<file path="src/rtl/csd_pkg.sv">
// ============================================================================
//  csd_pkg : shared digit codes, FSM states and width helper for csd_mult
//  Revision: 1.0
// ============================================================================
`default_nettype none

package csd_pkg;

   localparam logic [3:0] DIG_ZERO = 4'b0000;
   localparam logic [3:0] DIG_POS  = 4'b0001;
   localparam logic [3:0] DIG_NEG  = 4'b1111;

   typedef enum logic [1:0] {
      IDLE  = 2'd0,
      RUN   = 2'd1,
      FLUSH = 2'd2
   } state_t;

   // Product width that can never overflow for an N-digit CSD constant.
   function automatic int acc_width(input int op_w, input int n_digits);
      return op_w + n_digits + 1;
   endfunction

endpackage

`default_nettype wire

</file>
<file path="src/rtl/csd_digit_decode.sv">
// ============================================================================
//  csd_digit_decode : classifies one 4-bit CSD digit code
//  Revision: 1.0
// ============================================================================
`default_nettype none

module csd_digit_decode
   import csd_pkg::*;
(
   input  logic [3:0] code,
   output logic       nz,
   output logic       neg,
   output logic       illegal
);

   assign nz      = (code == DIG_POS) || (code == DIG_NEG);
   assign neg     = (code == DIG_NEG);
   assign illegal = !(nz || (code == DIG_ZERO));

endmodule

`default_nettype wire

</file>
<file path="src/rtl/csd_mult.sv">
// ============================================================================
//  csd_mult : MSB-first shift-add multiply of a signed operand by the CSD
//             constant held in the K digit memory, with digit-legality check
//  Revision: 1.0
// ============================================================================
`default_nettype none

module csd_mult
   import csd_pkg::*;
#(
   parameter int N_DIGITS = 16,
   parameter int ADDR_W   = 4,
   parameter int OP_W     = 8,
   parameter int ACC_W    = acc_width(OP_W, N_DIGITS)
)(
   input  logic                    clk,
   input  logic                    reset,
   input  logic                    start,
   input  logic signed [OP_W-1:0]  operand,
   output logic [ADDR_W-1:0]       addrK,
   output logic                    reK,
   input  logic [3:0]              dataOutK,
   output logic signed [ACC_W-1:0] product,
   output logic                    busy,
   output logic                    done,
   output logic                    err
);

   localparam logic [ADDR_W-1:0] c_last_addr = ADDR_W'(N_DIGITS - 1);

   state_t                    r_state;
   logic                      r_start_q;
   logic [ADDR_W-1:0]         r_addr;
   logic                      r_rek;
   logic                      r_busy;
   logic                      r_done;
   logic                      r_err;
   logic                      r_nzprev;
   logic signed [OP_W-1:0]    r_opnd;
   logic signed [ACC_W-1:0]   r_product;

   logic                      w_nz;
   logic                      w_neg;
   logic                      w_illegal;
   logic signed [ACC_W-1:0]   w_opx;
   logic signed [ACC_W-1:0]   w_term;
   logic signed [ACC_W-1:0]   w_acc;
   logic                      w_err_next;

   csd_digit_decode u_decode (
      .code    (dataOutK),
      .nz      (w_nz),
      .neg     (w_neg),
      .illegal (w_illegal)
   );

   assign w_opx = ACC_W'(r_opnd);

   always_comb begin
      w_term = '0;
      if (w_nz) begin
         w_term = w_neg ? -w_opx : w_opx;
      end
   end

   // One Horner step on the digit currently presented by the memory.
   assign w_acc      = (r_product <<< 1) + w_term;
   assign w_err_next = r_err | w_illegal | (w_nz & r_nzprev);

   always_ff @(posedge clk or posedge reset) begin
      if (reset) begin
         r_state   <= IDLE;
         r_start_q <= 1'b0;
         r_addr    <= '0;
         r_rek     <= 1'b0;
         r_busy    <= 1'b0;
         r_done    <= 1'b0;
         r_err     <= 1'b0;
         r_nzprev  <= 1'b0;
         r_opnd    <= '0;
         r_product <= '0;
      end else begin
         r_start_q <= start;
         r_done    <= 1'b0;
         case (r_state)
            IDLE: begin
               if (start && !r_start_q) begin
                  r_opnd    <= operand;
                  r_product <= '0;
                  r_err     <= 1'b0;
                  r_nzprev  <= 1'b0;
                  r_addr    <= c_last_addr;
                  r_rek     <= 1'b1;
                  r_busy    <= 1'b1;
                  r_state   <= RUN;
               end
            end
            RUN: begin
               // The first RUN cycle has no returned digit yet.
               if (r_addr != c_last_addr) begin
                  r_product <= w_acc;
                  r_err     <= w_err_next;
                  r_nzprev  <= w_nz;
               end
               if (r_addr == '0) begin
                  r_rek   <= 1'b0;
                  r_state <= FLUSH;
               end else begin
                  r_addr <= r_addr - ADDR_W'(1);
               end
            end
            FLUSH: begin
               r_product <= w_acc;
               r_err     <= w_err_next;
               r_nzprev  <= w_nz;
               r_done    <= 1'b1;
               r_busy    <= 1'b0;
               r_state   <= IDLE;
            end
            default: r_state <= IDLE;
         endcase
      end
   end

   assign addrK   = r_addr;
   assign reK     = r_rek;
   assign product = r_product;
   assign busy    = r_busy;
   assign done    = r_done;
   assign err     = r_err;

endmodule

`default_nettype wire

</file>
<file path="config.mk">
export PLATFORM = sky130hd
export DESIGN_NAME = csd_mult
export DESIGN_NICKNAME = d
export VERILOG_FILES = /design/src/rtl/csd_pkg.sv /design/src/rtl/csd_digit_decode.sv /design/src/rtl/csd_mult.sv
export SDC_FILE = /design/constraint.sdc
export NUM_CORES = 1
export LEC_CHECK = 0
export ABC_AREA = 1
export ABC_CLOCK_PERIOD_IN_PS = 3770
export CAP_MARGIN = 20
export CORE_ASPECT_RATIO = 1.4
export CORE_MARGIN = 2
export CORE_UTILIZATION = 57
export CTS_CLUSTER_SIZE = 10
export DETAILED_ROUTE_END_ITERATION = 16
export PLACE_DENSITY = 0.86
export SLEW_MARGIN = 25
export SYNTH_ARGS = -nofsm -noshare
export SYNTH_HDL_FRONTEND = slang
export SYNTH_SLANG_ARGS = --single-unit
</file>
<file path="constraint.sdc">
create_clock -name clk -period 3.77 [get_ports clk]
set_input_delay 0.754 -clock clk [delete_from_list [all_inputs] [get_ports clk]]
set_output_delay 0.754 -clock clk [all_outputs]
set_load 0.1 [all_outputs]
</file>
==> results.sh, run 1 <==
export IMPL_status="finished, final reports clean"
export IMPL_timing_setup_tns_ps=0
export IMPL_nFillCells=580
export IMPL_post_cts_buffers=0
export IMPL_finalCritPeriodShare=0.9129
export IMPL_cts_hold_buf=0
export IMPL_start_kind="primary input"
export IMPL_synthCells=607
export IMPL_max_slew_margin_rel=0.3329
export IMPL_cts_buffers_inserted=5
export IMPL_r2r_end="product[15]"
export IMPL_start_util=0.5842
export IMPL_fmax_mhz=290.6
export IMPL_syn_to_final_growth_pct=16.95
export IMPL_io_pins=48
export IMPL_drcViolationCount=0
export IMPL_grt_usage=0.3058
export IMPL_port_buffers=47
export IMPL_crit_path_cell_trace="clkdlybuf4s50_1 > nor2_1 > nand3_1 > nand2_1 > nand2_1 > a21oi_1 > ha_1 > nand2_1 > inv_1 > a21oi_1 > nor2_1 > nor2_1 > nand3_1 > nand3_1 > nand2_1"
export IMPL_die_x_um=73.35
export IMPL_hold_violations=0
export IMPL_cts_resized=0
export IMPL_ant_nets=0
export IMPL_grt_setup_unrepaired="no"
export IMPL_cts_tree="built"
export IMPL_min_period_ps=3442
export IMPL_hp_class="reg -> reg"
export IMPL_clockRootBuffer="clkbuf_8"
export IMPL_crit_start="dataOutK[3]"
export IMPL_regToRegSetupSlack_ps=490
export IMPL_critical_path_required_ps=3990
export IMPL_grt_overflow_total=0
export IMPL_p_leak_nw=2.512
export IMPL_worstSetupEndpointType="register"
export IMPL_cts_sinks=45
export IMPL_async_reset_ff_frac=1.000
export IMPL_multi_input_area_sq_um=2267
export IMPL_crit_top_cell="nand2_1"
export IMPL_synth_edf_count=0
export IMPL_clk_path_buf_depth=2
export IMPL_synth_area_sq_um=3837
export IMPL_antenna_found_initial=0
export IMPL_drt_pass1_iter_count=5
export IMPL_critical_path_class="in -> reg"
export IMPL_grt_max_degree=29
export IMPL_htreeDepth=2
export IMPL_synth_cell_types=33
export IMPL_r2r_cells=17
export IMPL_fp_coreArea_sq_um=6569
export IMPL_die_area_sq_um=7414
export IMPL_p_per_area_nw_per_um2=782.6
export IMPL_vias=4071
export IMPL_r2r_start="r_opnd[0]"
export IMPL_rows=35
export IMPL_max_stage_delay_ps=470
export IMPL_grt_pass1_vias=4053
export IMPL_seqCellArea_sq_um=1126
export IMPL_die_y_um=101.1
export IMPL_ys_ff_latch=45
export IMPL_vias_per_cell=5.569
export IMPL_synth_flop_cell="dfrtp_1"
export IMPL_tightest_slew_ps=997.5
export IMPL_grt_pass1_wl_um=17570
export IMPL_cts_clk_slew_worst_paths_ps=100
export IMPL_critical_path_peak_fanout=11
export IMPL_drv_slew=0
export IMPL_wl_um=10700
export IMPL_setup_viol=0
export IMPL_gp_congestion=0.9875
export IMPL_nets=706
export IMPL_layout_common_cells="nand2_1 (223), inv_1 (104), nor2_1 (49), clkdlybuf4s50_1 (47), dfrtp_1 (45)"
export IMPL_yosys_warnings=0
export IMPL_worstPathArrival_ps=3660
export IMPL_drive_gt1_frac=0.03653
export IMPL_yosysSeqAreaShare=0.2934
export IMPL_fin_worst_skew_ps=13.27
export IMPL_hold_ws_ps=492.5
export IMPL_endpoint="product[18]"
export IMPL_irDropWorstVdd_mv=0.6075
export IMPL_dp_hpwl_um=8442
export IMPL_final_common_cell="nand2_1"
export IMPL_synth_nets=656
export IMPL_num_antenna_cells=0
export IMPL_synth_avg_cell_area_sq_um=6.322
export IMPL_drt_iter0_drc=236
export IMPL_worstSkewPairLatency_ps=320
export IMPL_maxCapViolCount=0
export IMPL_wl_per_cell_um=14.63
export IMPL_slowest_stage="clkdlybuf4s50_1"
==> how the worst min path moves through the flow <==
stage               cells after the start         from           to  slack (ps)
finish                                  2  product[24]  product[24]         490
global route                            2  product[24]  product[24]         520
CTS                                     2  product[24]  product[24]         500
detailed placement                      2  product[24]  product[24]         470
global placement                        2  product[24]  product[24]         470
floorplan                               2     r_nzprev     r_nzprev         450
==> area by class of cell <==
class / count / share of cell area
well taps: 74 / 0.02063
repair buffers: 50 / 0.1098
clock inverters: 2 / 0.007806
clock buffers: 5 / 0.01533
flip-flops and latches: 45 / 0.2509
multi-input cells: 447 / 0.5052
inverters: 108 / 0.09033
==> critical path: cells and delay by family <==
family,cells,cell delay [ps]
compound gates,2,690
fa+ha+maj,1,370
buf+inv,2,530
simple gates,10,1320
==> Yosys cell counts (2+ instances only) <==
cell | number | area share
nor2_1 | 49 | 0.048
xor2_1 | 2 | 0.0046
a21oi_2 | 4 | 0.0091
a22oi_1 | 2 | 0.0039
and2_1 | 2 | 0.0033
ha_1 | 33 | 0.11
o21a_1 | 2 | 0.0039
inv_2 | 3 | 0.0029
nor2_2 | 2 | 0.0033
xnor2_1 | 2 | 0.0046
nand2_1 | 223 | 0.22
nand3_1 | 32 | 0.042
clkbuf_1 | 3 | 0.0029
inv_1 | 105 | 0.10
a21oi_1 | 39 | 0.051
o21ai_0 | 16 | 0.021
dfrtp_1 | 45 | 0.29
nand4_1 | 9 | 0.015
o21ai_1 | 9 | 0.012
nor3_1 | 12 | 0.016
==> cell families (layout without fill, tap and decap cells) <==
group                      after synthesis  count (layout)  synth area share
buffers and inverters                  115             165            0.1157
AOI/OAI and AO/OA                       75              75            0.1079
DFF                                     45              45            0.2934
adders and majority gates               34              34            0.1128
and+or+nand+nor                        334             334            0.3609
xor gates and xnor gates                 4               4          0.009131
==> sequential cells by signal (all words and copies together) (netlist names) <==
name / count
product: 25
addrK: 4
busy: 1
reK: 1
r_nzprev: 1
done: 1
r_opnd: 8
r_start_q: 1
err: 1
r_state: 2
==> routing by layer <==
layer | up-vias | part of all wire | routed length, um | global-route usage
met3 | 60 | 0.056 | 600 | 0.04700
met2 | 199 | 0.50 | 5297 | 0.5350
met1 | 1820 | 0.38 | 4055 | 0.3316
li1 | 1992 | - | - | -
met4 | 0 | 0.070 | 744 | 0.2056
met5 | - | 0 | 0 | 0
==> power breakdown <==
part | total (mW) | internal [mW] | switching [mW] | leakage [nW]
sequential | 0.815 | 0.662 | 0.153 | 0.568
combinational | 2.31 | 0.567 | 1.75 | 1.89
clock | 0.384 | 0.193 | 0.191 | 0.0540
==> stage by stage <==
step / instance area (sq um) / total power [mW] / utilization / std cells / worst slack, ps
5_1_grt: 4488 / 3.719 / 0.6832 / 731 / 12.01
3_5_place_dp: 4384 / 3.125 / 0.6674 / 724 / 41.68
4_1_cts: 4488 / 3.506 / 0.6832 / 731 / 357.4
6_report: 4488 / 3.512 / 0.6832 / 731 / 328.3
2_1_floorplan: 3837 / 2.583 / - / 607 / 980.3
3_3_place_gp: 4384 / 3.090 / 0.6674 / 724 / 160.7
(Power assumes the default switching activity.)
==> run 2, diff against run 1 <==
CORE_UTILIZATION = 58   (was 57)
CTS_BUF_LIST = sky130_fd_sc_hd__clkbuf_8   (was not set)
PLACE_DENSITY = 0.93   (was 0.86)
==> run 2 against run 1 <==
Hold slack improved by 3.0 ps. Flip-flop and latch count stayed put. Largest cell class unchanged. Utilization grew 0.92 points. Register-to-register slack worse by 30 ps.
==> results.sh, run 2 (synthesis gave the netlist of run 1 again) <==
export IMPL_layout_common_cells="nand2_1 (223), inv_1 (104), nor2_1 (49), clkdlybuf4s50_1 (47), dfrtp_1 (45)"
export IMPL_start_util=0.5921
export IMPL_timing_setup_tns_ps=0
export IMPL_path_buf_inv=3
export IMPL_finalCritPeriodShare=0.9263
export IMPL_min_period_ps=3492
export IMPL_drcViolationCount=0
export IMPL_final_common_cell="nand2_1"
export IMPL_io_pins=48
export IMPL_maxCapViolCount=0
export IMPL_max_slew_margin_rel=0.3466
export IMPL_worstHoldStart="product[24]"
export IMPL_worstSkewPairLatency_ps=320
export IMPL_drive_gt1_frac=0.03805
export IMPL_crit_path_cell_trace="clkdlybuf4s50_1 > nand2_1 > nor2_2 > a21oi_1 > nor3_1 > inv_1 > fa_1 > inv_1 > nand3_1 > nand2_1 > nand2_1 > nand2_1 > nand2_1 > nand3_1 > nand2_1 > nand3_1 > nand2_1"
export IMPL_fin_worst_skew_ps=8.409
export IMPL_crit_start="dataOutK[0]"
export IMPL_rows=35
export IMPL_fmax_mhz=286.4
export IMPL_die_area_sq_um=7292
export IMPL_p_leak_nw=2.515
export IMPL_cts_sinks=45
export IMPL_irDropWorstVdd_mv=0.6364
export IMPL_critical_path_class="in -> reg"
export IMPL_gp_congestion=1.016
export IMPL_fp_coreArea_sq_um=6481
export IMPL_htreeDepth=2
export IMPL_cts_buffers_inserted=5
export IMPL_highest_layer="met4"
export IMPL_hold_violations=0
export IMPL_clockRootBuffer="clkbuf_8"
export IMPL_cts_hold_buf=0
export IMPL_setup_viol=0
export IMPL_largest_register_ffs=25
export IMPL_dp_hpwl_um=8426
export IMPL_max_stage_delay_ps=540
export IMPL_clk_path_buf_depth=2
export IMPL_crit_top_cell="nand2_1"
export IMPL_r2r_start="r_opnd[0]"
export IMPL_nets=706
export IMPL_ant_nets=0
export IMPL_syn_to_final_growth_pct=16.95
export IMPL_die_y_um=100.2
export IMPL_drt_pass1_iter_count=5
export IMPL_wl_um=10550
export IMPL_worstSetupEndpointType="register"
export IMPL_cts_resized=0
export IMPL_vias=3992
export IMPL_grt_overflow_total=0
export IMPL_status="finished, final reports clean"
export IMPL_die_x_um=72.75
export IMPL_drt_iter0_drc=230
export IMPL_grt_pass1_vias=3930
export IMPL_critical_path_peak_fanout=10
export IMPL_tightest_slew_ps=977.0
export IMPL_post_cts_buffers=0
export IMPL_critical_path_required_ps=3980
export IMPL_cts_tree="built"
export IMPL_cts_clk_slew_worst_paths_ps=90
export IMPL_fin_ws_ps=278.0
export IMPL_grt_pass1_wl_um=17570
export IMPL_slowest_stage="clkdlybuf4s50_1"
export IMPL_antenna_found_initial=0
export IMPL_grt_setup_unrepaired="no"
export IMPL_dp_worst_setup_slack_ps=39.83
export IMPL_wirelength_met1_um=4120
export IMPL_port_buffers=47
export IMPL_start_kind="primary input"
export IMPL_crit_family="simple AND/OR/NAND/NOR gates"
export IMPL_wl_per_cell_um=14.44
export IMPL_wl_met2_um=5462
export IMPL_vias_per_cell=5.461
export IMPL_grt_max_degree=29
export IMPL_grt_usage=0.3069
export IMPL_dpl_cell_area_sq_um=4384
export IMPL_wl_met3_um=414
export IMPL_drv_slew=0
export IMPL_worstPathArrival_ps=3710
export IMPL_num_antenna_cells=0
export IMPL_fin_area_sq_um=4488
export IMPL_p_per_area_nw_per_um2=782.6
export IMPL_hp_class="reg -> reg"
==> run 2: worst paths after layout <==
kind | depth (start not counted) | slack, ps | endpoint
worst min-delay path | 2 | 500 | product[24]
worst max-delay path | 17 | 280 | product[23]
min in group asynchronous | 2 | 820 | product[24]
worst max register to register | 19 | 460 | product[22]
worst min register to register | 2 | 500 | product[24]
max in group asynchronous | 3 | 2250 | product[5]
==> run 2: final cells by class <==
class	instances	area (sq um)
Timing Repair Buffer	50	493.0
Inverter	108	405.4
Multi-Input combinational cell	447	2267
Sequential cell	45	1126
Clock inverter	2	35.03
Tap cell	74	92.59
Clock buffer	5	68.82
Fill cell	569	1993
==> run 2: metal layers <==
metal,up-vias,global-route usage
met1,1795,0.3410
met2,149,0.5462
met3,45,0.03916
met5,-,0
li1,2003,-
met4,0,0.1823
==> run 2: worst reg2reg max path: cells and delay by family, from the launching register on <==
family	cells	cell delay (ps)
and+or+nand+nor	12	1590
adders and majority gates	3	870
DFF	1	390
buffers and inverters	3	270
AOI/OAI and AO/OA	1	90
==> run 2: report_power, final <==
part,switching [mW],total (mW),internal [mW]
Combinational,1.76,2.33,0.569
Sequential,0.146,0.808,0.662
Clock,0.183,0.376,0.193
==> run 2: metrics by stage <==
stage | total power [mW] | std cells | hold slack (ps) | utilization
2_1_floorplan | 2.583 | 607 | 453.3 | -
3_3_place_gp | 3.086 | 724 | 466.4 | 0.6764
3_5_place_dp | 3.135 | 724 | 470.7 | 0.6764
4_1_cts | 3.508 | 731 | 497.7 | 0.6925
5_1_grt | 3.717 | 731 | 546.3 | 0.6925
6_report | 3.512 | 731 | 495.5 | 0.6925
==> run 3, diff against run 2 <==
PLACE_DENSITY = 0.83   (was 0.93)
==> run 3 against run 2 <==
First-iteration DRC count fell by 7.0%. Die area did not move. Non-clock buffer count fell by 1. Critical endpoint unchanged.
==> results.sh, run 3 (synthesis gave the netlist of run 1 again) <==
export IMPL_drcViolationCount=0
export IMPL_status="finished, final reports clean"
export IMPL_fin_ws_ps=287.9
export IMPL_grt_use_met3=0.04618
export IMPL_start_util=0.5921
export IMPL_worstSetupEndpointType="register"
export IMPL_hold_violations=0
export IMPL_fmax_mhz=287.2
export IMPL_slowest_stage="clkdlybuf4s50_1"
export IMPL_drt_pass1_iter_count=7
export IMPL_drive_gt1_frac=0.03653
export IMPL_vias_per_cell=5.484
export IMPL_fin_area_sq_um=4494
export IMPL_max_stage_delay_ps=550
export IMPL_cts_resized=0
export IMPL_io_pins=48
export IMPL_crit_family="simple AND/OR/NAND/NOR gates"
export IMPL_htreeDepth=2
export IMPL_die_area_sq_um=7292
export IMPL_die_y_um=100.2
export IMPL_maxCapViolCount=0
export IMPL_dpl_cell_area_sq_um=4377
export IMPL_crit_top_cell="nand2_1"
export IMPL_dp_worst_setup_slack_ps=15.98
export IMPL_tightest_slew_ps=978.8
export IMPL_busiest_layer="met2"
export IMPL_max_slew_margin_rel=0.3455
export IMPL_critical_path_required_ps=3980
export IMPL_cts_sinks=45
export IMPL_gr_usage_met2=0.5483
export IMPL_critical_path_peak_fanout=7
export IMPL_cts_buffers_inserted=5
export IMPL_path_buf_inv=3
export IMPL_antenna_found_initial=0
export IMPL_grt_max_degree=46
export IMPL_fin_worst_skew_ps=13.50
export IMPL_critical_path_class="in -> reg"
export IMPL_grt_pass1_vias=4030
export IMPL_worstPathArrival_ps=3690
export IMPL_syn_to_final_growth_pct=17.12
export IMPL_timing_setup_tns_ps=0
export IMPL_cts_clk_slew_worst_paths_ps=100
export IMPL_num_antenna_cells=0
export IMPL_min_period_ps=3482
export IMPL_wl_um=10420
export IMPL_nets=705
export IMPL_dp_hpwl_um=8260
export IMPL_port_buffers=47
export IMPL_clk_path_buf_depth=2
export IMPL_nFillCells=581
export IMPL_finalCritPeriodShare=0.9236
export IMPL_grt_overflow_total=0
export IMPL_die_x_um=72.75
export IMPL_utilization=0.6934
export IMPL_vias=4009
export IMPL_worstSkewPairLatency_ps=310
export IMPL_grt_usage=0.3043
export IMPL_fp_coreArea_sq_um=6481
export IMPL_power_total_mw=3.512
export IMPL_final_common_cell="nand2_1"
export IMPL_clockRootBuffer="clkbuf_8"
export IMPL_gp_congestion=0.9838
export IMPL_start_kind="primary input"
export IMPL_drv_slew=0
export IMPL_p_per_area_nw_per_um2=781.4
export IMPL_hp_class="reg -> reg"
export IMPL_grt_pass1_wl_um=17620
export IMPL_ant_nets=0
export IMPL_largest_register_ffs=25
export IMPL_rows=35
export IMPL_drt_iter0_drc=214
export IMPL_cts_tree="built"
export IMPL_p_leak_nw=2.518
export IMPL_setup_viol=0
export IMPL_crit_path_cell_trace="clkdlybuf4s50_1 > nand2_1 > nor2_2 > nand2_1 > a21oi_1 > ha_1 > inv_1 > fa_1 > inv_1 > nand3_1 > nand2_1 > nand2_1 > nand2_1 > nand2_1 > nand3_1 > nand2_1 > nand3_1 > nand2_1"
export IMPL_layout_common_cells="nand2_1 (223), inv_1 (105), nor2_1 (49), clkdlybuf4s50_1 (47), dfrtp_1 (45)"
export IMPL_grt_setup_unrepaired="no"
export IMPL_wl_per_cell_um=14.25
export IMPL_grt_use_met1=0.3246
export IMPL_post_cts_buffers=0
export IMPL_irDropWorstVdd_mv=0.7417
export IMPL_cts_hold_buf=0
run 3: cell count changes in the layout (fill, tap and decap cells not counted):
cell	delta
buf_4	-1
clkbuf_8	+1
inv_1	+1
inv_2	-1
run 3: final timing paths:
path	startpoint	to	slack [ps]	depth (start not counted)
hold / removal	product[24]	product[24]	500	2
max in group asynchronous	reset	product[0]	2390	2
min in group asynchronous	reset	product[24]	890	2
setup reg to reg	r_opnd[0]	product[23]	400	22
hold reg to reg	product[24]	product[24]	500	2
setup / recovery	dataOutK[0]	product[23]	290	18
run 3: tightest hold or removal path, stage by stage, from the launching register on:
cell and delay (ps):
dfrtp_1 370, nand2_1 60, nand2_1 50
run 3: layout make-up:
| class | count | area (sq um) | area share |
|---|---|---|---|
| clock buffers | 6 | 82.58 | 0.01837 |
| clock inverters | 2 | 33.78 | 0.007517 |
| inverters | 108 | 406.6 | 0.09048 |
| multi-input cells | 447 | 2267 | 0.5045 |
| flip-flops and latches | 45 | 1126 | 0.2506 |
| well taps | 74 | 92.59 | 0.02060 |
| repair buffers | 49 | 485.5 | 0.1080 |
run 3: per-layer routing:
layer	vias to the layer above	share of wire
li1	1993	-
met1	1832	0.39
met2	138	0.51
met3	46	0.044
met4	0	0.057
met5	-	0
run 3: where the power goes:
| part | internal [mW] | leakage, nW | total (mW) | switching (mW) |
|---|---|---|---|---|
| Combinational | 0.568 | 1.89 | 2.31 | 1.74 |
| Sequential | 0.662 | 0.568 | 0.813 | 0.151 |
| Clock | 0.214 | 0.0626 | 0.393 | 0.179 |
| Total | 1.44 | 2.52 | 3.51 | 2.07 |
run 3: per-stage QoR:
stage / cells / hold WS [ps]
after floorplan: 607 / 453.3
after global placement: 723 / 469.3
after detailed placement: 723 / 469.2
after CTS: 731 / 498.0
after global routing: 731 / 538.4
final: 731 / 504.0
